===== src/rtl/mips_ctrl_pkg.sv =====
// rtl/mips_ctrl_pkg.sv - shared encodings for the multi-cycle MIPS control FSM
package mips_ctrl_pkg;

    localparam logic [5:0] OP_RTYPE = 6'h00;
    localparam logic [5:0] OP_J     = 6'h02;
    localparam logic [5:0] OP_JAL   = 6'h03;
    localparam logic [5:0] OP_BEQ   = 6'h04;
    localparam logic [5:0] OP_ADDIU = 6'h09;
    localparam logic [5:0] OP_ORI   = 6'h0D;
    localparam logic [5:0] OP_LUI   = 6'h0F;
    localparam logic [5:0] OP_LW    = 6'h23;
    localparam logic [5:0] OP_SW    = 6'h2B;

    localparam logic [5:0] FN_JR    = 6'h08;
    localparam logic [5:0] FN_ADDU  = 6'h21;
    localparam logic [5:0] FN_SUBU  = 6'h23;
    localparam logic [5:0] FN_AND   = 6'h24;
    localparam logic [5:0] FN_OR    = 6'h25;
    localparam logic [5:0] FN_SLT   = 6'h2A;

    localparam logic [1:0] NPC_PC4 = 2'b00;
    localparam logic [1:0] NPC_BR  = 2'b01;
    localparam logic [1:0] NPC_JMP = 2'b10;
    localparam logic [1:0] NPC_JR  = 2'b11;

    localparam logic [1:0] DSEL_PC = 2'b00;
    localparam logic [1:0] DSEL_DL = 2'b01;
    localparam logic [1:0] DSEL_DM = 2'b10;

    localparam logic [1:0] RSEL_R31 = 2'b00;
    localparam logic [1:0] RSEL_RT  = 2'b01;
    localparam logic [1:0] RSEL_RD  = 2'b10;

    localparam logic [1:0] EXT_ZERO = 2'b00;
    localparam logic [1:0] EXT_SIGN = 2'b01;
    localparam logic [1:0] EXT_HI   = 2'b10;

    localparam logic [3:0] ALU_ADD = 4'b0000;
    localparam logic [3:0] ALU_SUB = 4'b0001;
    localparam logic [3:0] ALU_AND = 4'b0010;
    localparam logic [3:0] ALU_OR  = 4'b0011;
    localparam logic [3:0] ALU_SLT = 4'b0100;

    typedef enum logic [3:0] {
        S_RST  = 4'd0,
        S_IF0  = 4'd1,
        S_IF1  = 4'd2,
        S_ID   = 4'd3,
        S_EX   = 4'd4,
        S_WB   = 4'd5,
        S_MA   = 4'd6,
        S_MR   = 4'd7,
        S_MWB  = 4'd8,
        S_MW   = 4'd9,
        S_BR   = 4'd10,
        S_JMP  = 4'd11,
        S_HALT = 4'd12
    } state_t;

    typedef enum logic [3:0] {
        C_ILL, C_ALU_R, C_ALU_I, C_LW, C_SW, C_BEQ, C_J, C_JAL, C_JR
    } cls_t;

endpackage


===== src/rtl/mc_ctrl_decode.sv =====
// rtl/mc_ctrl_decode.sv - op/funct to instruction class and EX-phase controls
module mc_ctrl_decode
    import mips_ctrl_pkg::*;
(
    input  logic [5:0] op,
    input  logic [5:0] funct,
    output cls_t       cls,
    output logic [3:0] aluop,
    output logic [1:0] extop,
    output logic       sel,
    output logic [1:0] r_sel
);

    always_comb begin
        cls   = C_ILL;
        aluop = ALU_ADD;
        extop = EXT_ZERO;
        sel   = 1'b0;
        r_sel = RSEL_RD;
        case (op)
            OP_RTYPE: begin
                case (funct)
                    FN_ADDU: begin cls = C_ALU_R; aluop = ALU_ADD; end
                    FN_SUBU: begin cls = C_ALU_R; aluop = ALU_SUB; end
                    FN_AND:  begin cls = C_ALU_R; aluop = ALU_AND; end
                    FN_OR:   begin cls = C_ALU_R; aluop = ALU_OR;  end
                    FN_SLT:  begin cls = C_ALU_R; aluop = ALU_SLT; end
                    FN_JR:   cls = C_JR;
                    default: cls = C_ILL;
                endcase
            end
            OP_ORI: begin
                cls = C_ALU_I; aluop = ALU_OR; extop = EXT_ZERO; sel = 1'b1; r_sel = RSEL_RT;
            end
            OP_ADDIU: begin
                cls = C_ALU_I; aluop = ALU_ADD; extop = EXT_SIGN; sel = 1'b1; r_sel = RSEL_RT;
            end
            // lui is executed as (rs=0) | (imm<<16)
            OP_LUI: begin
                cls = C_ALU_I; aluop = ALU_OR; extop = EXT_HI; sel = 1'b1; r_sel = RSEL_RT;
            end
            OP_LW:   cls = C_LW;
            OP_SW:   cls = C_SW;
            OP_BEQ:  cls = C_BEQ;
            OP_J:    cls = C_J;
            OP_JAL:  cls = C_JAL;
            default: cls = C_ILL;
        endcase
    end

endmodule


===== src/rtl/mc_ctrl_fsm.sv =====
// rtl/mc_ctrl_fsm.sv - multi-cycle control FSM sequencing the MIPS datapath
module mc_ctrl_fsm
    import mips_ctrl_pkg::*;
#(
    parameter int STATE_W      = 4,
    parameter int ILLEGAL_TRAP = 0
) (
    input  logic               clk,
    input  logic               rst,
    input  logic [5:0]         op,
    input  logic [5:0]         funct,
    input  logic               zero,
    output logic               PCWr,
    output logic [1:0]         npcop,
    output logic               IRWr,
    output logic               RFWr,
    output logic [1:0]         R_sel,
    output logic [1:0]         D_sel,
    output logic               sel,
    output logic [1:0]         extop,
    output logic [3:0]         aluop,
    output logic               wren,
    output logic               illegal,
    output logic [STATE_W-1:0] state_o
);

    state_t     state_q;
    cls_t       cls;
    logic [3:0] dec_aluop;
    logic [1:0] dec_extop;
    logic       dec_sel;
    logic [1:0] dec_r_sel;

    mc_ctrl_decode u_decode (
        .op    (op),
        .funct (funct),
        .cls   (cls),
        .aluop (dec_aluop),
        .extop (dec_extop),
        .sel   (dec_sel),
        .r_sel (dec_r_sel)
    );

    always_ff @(posedge clk or negedge rst) begin
        if (!rst) begin
            state_q <= S_RST;
        end else begin
            case (state_q)
                S_RST: state_q <= S_IF0;
                S_IF0: state_q <= S_IF1;
                S_IF1: state_q <= S_ID;
                S_ID: begin
                    case (cls)
                        C_ALU_R, C_ALU_I: state_q <= S_EX;
                        C_LW, C_SW:       state_q <= S_MA;
                        C_BEQ:            state_q <= S_BR;
                        C_J, C_JAL, C_JR: state_q <= S_JMP;
                        default:          state_q <= (ILLEGAL_TRAP != 0) ? S_HALT : S_IF0;
                    endcase
                end
                S_EX:   state_q <= S_WB;
                S_MA:   state_q <= (cls == C_LW) ? S_MR : S_MW;
                S_MR:   state_q <= S_MWB;
                S_HALT: state_q <= S_HALT;
                S_WB, S_MWB, S_MW, S_BR, S_JMP: state_q <= S_IF0;
                default: state_q <= S_RST;
            endcase
        end
    end

    // Outputs decode only the state register and the stable IR fields, so they
    // hold steady for the whole state and clear as soon as reset asserts.
    always_comb begin
        PCWr    = 1'b0;
        npcop   = NPC_PC4;
        IRWr    = 1'b0;
        RFWr    = 1'b0;
        R_sel   = RSEL_R31;
        D_sel   = DSEL_PC;
        sel     = 1'b0;
        extop   = EXT_ZERO;
        aluop   = ALU_ADD;
        wren    = 1'b0;
        illegal = 1'b0;
        case (state_q)
            S_IF1: begin
                IRWr = 1'b1;
                PCWr = 1'b1;
            end
            S_ID: illegal = (cls == C_ILL);
            S_EX: begin
                sel   = dec_sel;
                extop = dec_extop;
                aluop = dec_aluop;
            end
            S_WB: begin
                RFWr  = 1'b1;
                D_sel = DSEL_DL;
                R_sel = dec_r_sel;
                sel   = dec_sel;
                extop = dec_extop;
                aluop = dec_aluop;
            end
            S_MA: begin
                sel   = 1'b1;
                extop = EXT_SIGN;
            end
            S_MWB: begin
                RFWr  = 1'b1;
                D_sel = DSEL_DM;
                R_sel = RSEL_RT;
            end
            S_MW: wren = 1'b1;
            S_BR: begin
                aluop = ALU_SUB;
                PCWr  = zero;
                npcop = NPC_BR;
            end
            S_JMP: begin
                PCWr  = 1'b1;
                npcop = (cls == C_JR) ? NPC_JR : NPC_JMP;
                RFWr  = (cls == C_JAL);
            end
            default: ;
        endcase
    end

    assign state_o = STATE_W'(state_q);

endmodule


===== config.mk =====
export PLATFORM = sky130hd
export DESIGN_NAME = mc_ctrl_fsm
export DESIGN_NICKNAME = d
export VERILOG_FILES = /design/src/rtl/mips_ctrl_pkg.sv /design/src/rtl/mc_ctrl_decode.sv /design/src/rtl/mc_ctrl_fsm.sv
export SDC_FILE = /design/constraint.sdc
export NUM_CORES = 1
export LEC_CHECK = 0
export ABC_AREA = 0
export ABC_CLOCK_PERIOD_IN_PS = 1700
export BUFFER_PORTS_ARGS = -buffer_cell sky130_fd_sc_hd__buf_4
export CAP_MARGIN = 20
export CELL_PAD_IN_SITES_DETAIL_PLACEMENT = 0
export CELL_PAD_IN_SITES_GLOBAL_PLACEMENT = 1
export CORE_UTILIZATION = 25
export CTS_CLUSTER_DIAMETER = 100
export CTS_CLUSTER_SIZE = 16
export DETAILED_ROUTE_END_ITERATION = 8
export GPL_TIMING_DRIVEN = 1
export PLACE_DENSITY_LB_ADDON = 0.1
export SYNTH_ARGS = -nofsm -noshare
export SYNTH_HDL_FRONTEND = slang
export SYNTH_SLANG_ARGS = --single-unit

===== constraint.sdc =====
create_clock -name clk -period 1.7 [get_ports clk]
set_input_delay 0.34 -clock clk [delete_from_list [all_inputs] [get_ports clk]]
set_output_delay 0.34 -clock clk [all_outputs]
set_load 0.005 [all_outputs]

### Word level (Yosys, flattened, before mapping)

Memories as Yosys holds them, arrays and structs flattened.
Cells that the tools add are included.

| operators by class | value |
|---|---|
| add/sub/neg operators | 0 |
| multiply operators | 0 |
| divide/modulo/power cells | 0 |
| magnitude comparators | 0 |
| equal/unequal tests | 29 |
| shifts and indexed selects | 0 |
| multiplexer cells | 21 |
| bitwise gates (word level) | 0 |
| reductions and logical operators | 10 |

Operators with widths:

| cell | number |
|---|---|
| $eq A6 B6 Y1 const B | 7 |
| $pmux W4 S8 | 1 |
| $pmux W4 S7 | 1 |
| $eq A4 B4 Y1 const B | 6 |
| $eq A6 B4 Y1 const B | 4 |
| $pmux W4 S2 | 3 |
| $eq A4 B3 Y1 const B | 5 |
| $pmux W2 S2 | 5 |
| $eq A4 B2 Y1 const B | 3 |
| $eq A6 B2 Y1 const B | 2 |
| $pmux W3 S4 | 1 |
| $logic_not A4 Y1 | 2 |
| $reduce_or A2 Y1 | 4 |
| $eq A6 B3 Y1 const B | 1 |
| $logic_not A6 Y1 | 1 |
| $pmux W1 S2 | 3 |
| $reduce_or A6 Y1 | 1 |
| $mux W1 | 5 |
| $reduce_or A5 Y1 | 1 |
| $eq A4 B1 Y1 const B | 1 |
| $mux W4 | 1 |
| $reduce_or A3 Y1 | 1 |
| $mux W2 | 1 |

| word-level totals | value |
|---|---|
| bits in registers | 4 |
| bits in latches | 0 |
| memory bits (writable) | 0 |
| memory bits (read-only) | 64 |
| input bits | 15 |
| logic and storage cells | 62 |
| memories kept | 1 |

Memories:

| memory | words | width | rd ports | clocked after Yosys merged registers in | wr ports | RTL line | source |
|---|---|---|---|---|---|---|---|
| (no name shown) | 16 | 4 | 1 | 0 | 0 | mc_ctrl_fsm.sv:53 | `case (cls)` |

### Depth between registers and ports, before layout

| depth | value |
|---|---|
| word-level depth | 7 |
| depth in mapped cells | 7 |
| gate-level depth less buffers | 6 |

### By module

From an unflattened synthesis, not the netlist that was laid out.

| second synthesis, totals | value |
|---|---|
| cells, all modules | 110 |
| area total of the unflattened synthesis | 733.2 um^2 |

By module, submodules not included:

| module | instances | cells each | area each (um^2) | seq. area each (um^2) |
|---|---|---|---|---|
| mc_ctrl_fsm | 1 | 69 | 474.2 | 100.1 |
| mc_ctrl_decode | 1 | 41 | 259.0 | 0.0 |

### Worst setup path before layout

No wires, ideal clock.

| path | value |
|---|---|
| kind | register to output |
| start | register state_q[2] (netlist: state_o[2]) |
| end | output RFWr |
| arrival time | 1385 ps |
| data required time | 1360 ps |
| path slack | -25 ps |
| stages on the path, launching flop included | 7 |
| cells stage by stage | dfrtp_1 -> clkbuf_1 -> nand2b_1 -> or2_0 -> nor4_1 -> o21ai_0 -> nand2_1 |

| on the way | value |
|---|---|
| word-level cells in the longest chain between the ends | 3 |
| elaborated cells on any way between the ends | 5 |
| those cells by class | 3 x eq/ne; 1 x mux; 1 x reduce/logical |

RTL lines:

| what | RTL line | source |
|---|---|---|
| from (decl) | mc_ctrl_fsm.sv:27 | `state_t state_q;` |
| from (signal assigned) | mc_ctrl_fsm.sv:58 | `default: state_q <= (ILLEGAL_TRAP != 0) ? S_HALT : S_IF0;` |
| from (signal assigned) | mc_ctrl_fsm.sv:62 | `S_MA: state_q <= (cls == C_LW) ? S_MR : S_MW;` |
| $eq A4 B3 Y1 or $eq A4 B4 Y1 (tied branches) | mc_ctrl_fsm.sv:85 | `case (state_q)` |
| $reduce_or A2 Y1 (no source line) | n/a |  |
| $pmux W1 S2 * | mc_ctrl_fsm.sv:85 |  |
| to (decl) | mc_ctrl_fsm.sv:16 | `output logic RFWr,` |

Mark *: on every way between the ends. The rest lies on a longest branch, timed or not.

### Worst setup path after layout

| path | value |
|---|---|
| start | input op[5] |
| end | output illegal |

| on the way | value |
|---|---|
| word-level cells in the longest chain between the ends | 5 |
| elaborated cells on any way between the ends | 13 |
| those cells by class | 8 x eq/ne; 2 x mux; 3 x reduce/logical |

RTL lines:

| what | RTL line | source |
|---|---|---|
| from (decl) | mc_ctrl_fsm.sv:10 | `input logic [5:0] op,` |
| $eq A6 B4 Y1 | mc_ctrl_decode.sv:20 | `case (op)` |
| $reduce_or A3 Y1 (no source line) | n/a |  |
| $pmux W4 S7 * | mc_ctrl_decode.sv:20 |  |
| $logic_not A4 Y1 * | mc_ctrl_fsm.sv:90 | `S_ID: illegal = (cls == C_ILL);` |
| $mux W1 * | mc_ctrl_fsm.sv:85 |  |
| to (decl) | mc_ctrl_fsm.sv:23 | `output logic illegal,` |

Marked as above.

==> flow_metrics.env <==
export IMPL_status="complete, but fails checks"
export IMPL_violations="setup timing"
export IMPL_startpoint="op[5]"
export IMPL_leakage_nw=0.787
export IMPL_worst_slack_ns=-0.292
export IMPL_start_kind="primary input"
export IMPL_synthDistinctLibCells=40
export IMPL_drc=0
export IMPL_grt_remaining_overflow=0
export IMPL_hpwl_um=1930
export IMPL_grt_pass1_vias=971
export IMPL_coreArea_mm2=0.00257
export IMPL_syn_inst=105
export IMPL_syn_area_per_cell_um2=6.73
export IMPL_die_area_mm2=0.00304
export IMPL_area_growth_pct=130
export IMPL_cts_num_sinks=4
export IMPL_syn_num_nets=120
export IMPL_grt_max_degree=11
export IMPL_seqPwrFrac_pct=13.9
export IMPL_drive_gt1_share_pct=67.7
export IMPL_power_per_cell_area_mw_per_mm2=843
export IMPL_cts_made_buffers=3
export IMPL_die_w_um=55.2
export IMPL_ioPinCount=37
export IMPL_yosysMostFrequentCell="nor2_1"
export IMPL_required_ns=1.36
export IMPL_ys_ff_latch=4
export IMPL_synth_warnings=0
export IMPL_postPlaceCellArea_mm2=0.00121
export IMPL_ant_nets=0
export IMPL_yosys_top_cells_area="dfrtp_1, nor2_1, nand2_1"
export IMPL_swShare_pct=43.5
export IMPL_antenna_cells=0
export IMPL_clkPwrFrac_pct=9.1
export IMPL_initial_core_util_pct=27.5
export IMPL_via_per_inst=4.84
export IMPL_drt_first_iter_violations=29
export IMPL_synthArstFlopShare_pct=100
export IMPL_h_tree_depth=1
export IMPL_track_usage_pct=19.4
export IMPL_hold_viol=0
export IMPL_critPathKind="primary input to output pin"
export IMPL_antenna_found_initial=0
export IMPL_clock_latency_ns=0.24
export IMPL_cp_data_arrival_time_ns=1.65
export IMPL_slew_violations=0
export IMPL_die_h_um=55.2
export IMPL_skew_ns=0.00748
export IMPL_dpl_cell_count=195
export IMPL_place_ws_ns=-0.267
export IMPL_num_vias=1045
export IMPL_ir_drop_mv=0.817
export IMPL_cp_cell_sequence="buf_6, or3_4, nor3_4, buf_4, and3b_1, a22oi_2, o211ai_2, nor2_1, buf_4"
export IMPL_nets=203
export IMPL_min_path_type="primary input to async pin"
export IMPL_cts_tree="yes"
export IMPL_post_route_period_util_pct=117
export IMPL_largest_register_ffs=4
export IMPL_portBuffers=35
export IMPL_cp_max_fo=3
export IMPL_cpPeakStageDelay_ns=0.39
export IMPL_yosys_area_top_type="dfrtp_1"
export IMPL_root_buffer="clkbuf_4"
export IMPL_drt_first_pass_iters=4
export IMPL_r2r_start="state_o[3]$_DFF_PN0_"
export IMPL_design_area_mm2=0.00163
export IMPL_synth_edf_count=0
export IMPL_cts_buffer_depth=2
export IMPL_grt_pass1_wl_um=4330
export IMPL_gp_congestion=0.838
export IMPL_intPower_mw=0.776
export IMPL_cp_slowest_cell="or3_4"
export IMPL_critPathCaptureType="output pin"
export IMPL_yosysTopAreaCellShare_pct=14.2
export IMPL_nFillCells=227
export IMPL_ys_seq_area_share_pct=14.2
export IMPL_wl_um=2880
export IMPL_max_freq_ghz=0.502
export IMPL_clkSlewWorstSetupHoldPaths_ns=0.04
export IMPL_maxCapViolCount=0
export IMPL_p_sw_mw=0.597
export IMPL_layout_cells_non_filler=216
export IMPL_fin_crit_ns=1.99
export IMPL_rsz0062_at_grt="yes"
export IMPL_avgRoutedWirePerCell_um=13.3
export IMPL_timing_critical_path_mode_cell="buf_4"
export IMPL_synth_commonest_cells="nor2_1, nand2_1, o21ai_0, inv_1, nor3_1"
export IMPL_syn_area_um2=707
export IMPL_setup_violations_final=12
export IMPL_ys_flop_type="dfrtp_1"
export IMPL_combinationalPowerShare_pct=77.0
export IMPL_fp_row_count=18
## critical path, delay by kind of cell
kind | cells | cell delay, ns
AOI/OAI and AO/OA | 2 | 0.15
buffers and inverters | 3 | 0.37
and+or+nand+nor | 4 | 0.79
## power groups by stage
| stage | registers, mW | logic, mW | clock network [mW] |
|---|---|---|---|
| 3_5_place_dp | 0.176 | 0.718 | 0 |
| 3_3_place_gp | 0.178 | 0.713 | 0 |
| 5_1_grt | 0.195 | 1.14 | 0.128 |
| 4_1_cts | 0.199 | 0.835 | 0.125 |
| 2_1_floorplan | 0.150 | 0.354 | 0 |
| 6_report | 0.191 | 1.06 | 0.124 |
## per-stage QoR
stage                      TNS [ns]  utilization, %  power [mW]  hold slack [ns]
after floorplan           -0.000522               -       0.504           0.0444
after global placement        -1.67            47.3       0.891            0.137
after detailed placement      -1.71            47.3       0.894            0.138
after CTS                     -1.28            56.5        1.16            0.432
after global routing          -2.11            63.4        1.47            0.468
final                         -1.43            63.4        1.37            0.426
## cells by family (layout without fill, tap and decap cells)
group	Yosys count	after routing	share of synthesized area, %
flip-flops	4	4	14.2
other	1	1	0.530
AO/OA/AOI/OAI	26	26	24.8
AND/OR/NAND/NOR	59	59	49.9
buffers and inverters	14	95	9.38
XOR/XNOR	1	1	1.24
## layout make-up
type | instances | area (um^2) | share of cell area [%]
Inverter | 8 | 37.5 | 2.31
Clock buffer | 3 | 22.5 | 1.38
Timing Repair Buffer | 84 | 697 | 42.8
Sequential cell | 4 | 103 | 6.30
Multi-Input combinational cell | 87 | 731 | 44.9
Tap cell | 30 | 37.5 | 2.31
## layout by cell type, fill, tap and decap left out, types with 2 or more instances in the layout
master    count
o21ai_0       6
nor2_1       10
nor3_1        3
buf_6        17
o21ai_1       2
a21oi_1       3
nor3_4        4
inv_1         6
nor2_4        2
nor2_2        3
nand2b_4      2
buf_4        66
nor3_2        2
or3_4         2
dfrtp_1       2
o211ai_2      2
nand2_1      12
nor3b_2       2
nand4_1       2
dfrtp_2       2
clkbuf_4      3
a21oi_2       3
## final timing paths
| path | cells after the start | slack (ns) | to |
|---|---|---|---|
| min reg2reg | 2 | 0.73 | state_o[2]$_DFF_PN0_ |
| max reg2reg | 6 | 0.16 | state_o[2]$_DFF_PN0_ |
| max | 9 | -0.29 | illegal |
| min in group clk | 7 | 0.71 | state_o[1]$_DFF_PN0_ |
| min | 2 | 0.43 | state_o[3]$_DFF_PN0_ |
| max in group asynchronous | 2 | 1.16 | state_o[0]$_DFF_PN0_ |
## per-layer routing
metal | GRT usage [%] | up-vias | part of all wire [%]
met5 | 0 | - | 0
met4 | 2.50 | 0 | 1.4
met3 | 2.19 | 4 | 4.5
met2 | 31.5 | 32 | 47
met1 | 28.1 | 476 | 47
li1 | - | 533 | -
## repair_timing
action,in CTS,in global routing
endpoints found under the setup margin,13,18
hold buffers,1,0
pin swaps,16,13
hold endpoints to repair,4,0
buffers inserted,8,15
resized for setup,41,25
No activity file was read; power rests on OpenSTA's default activity.
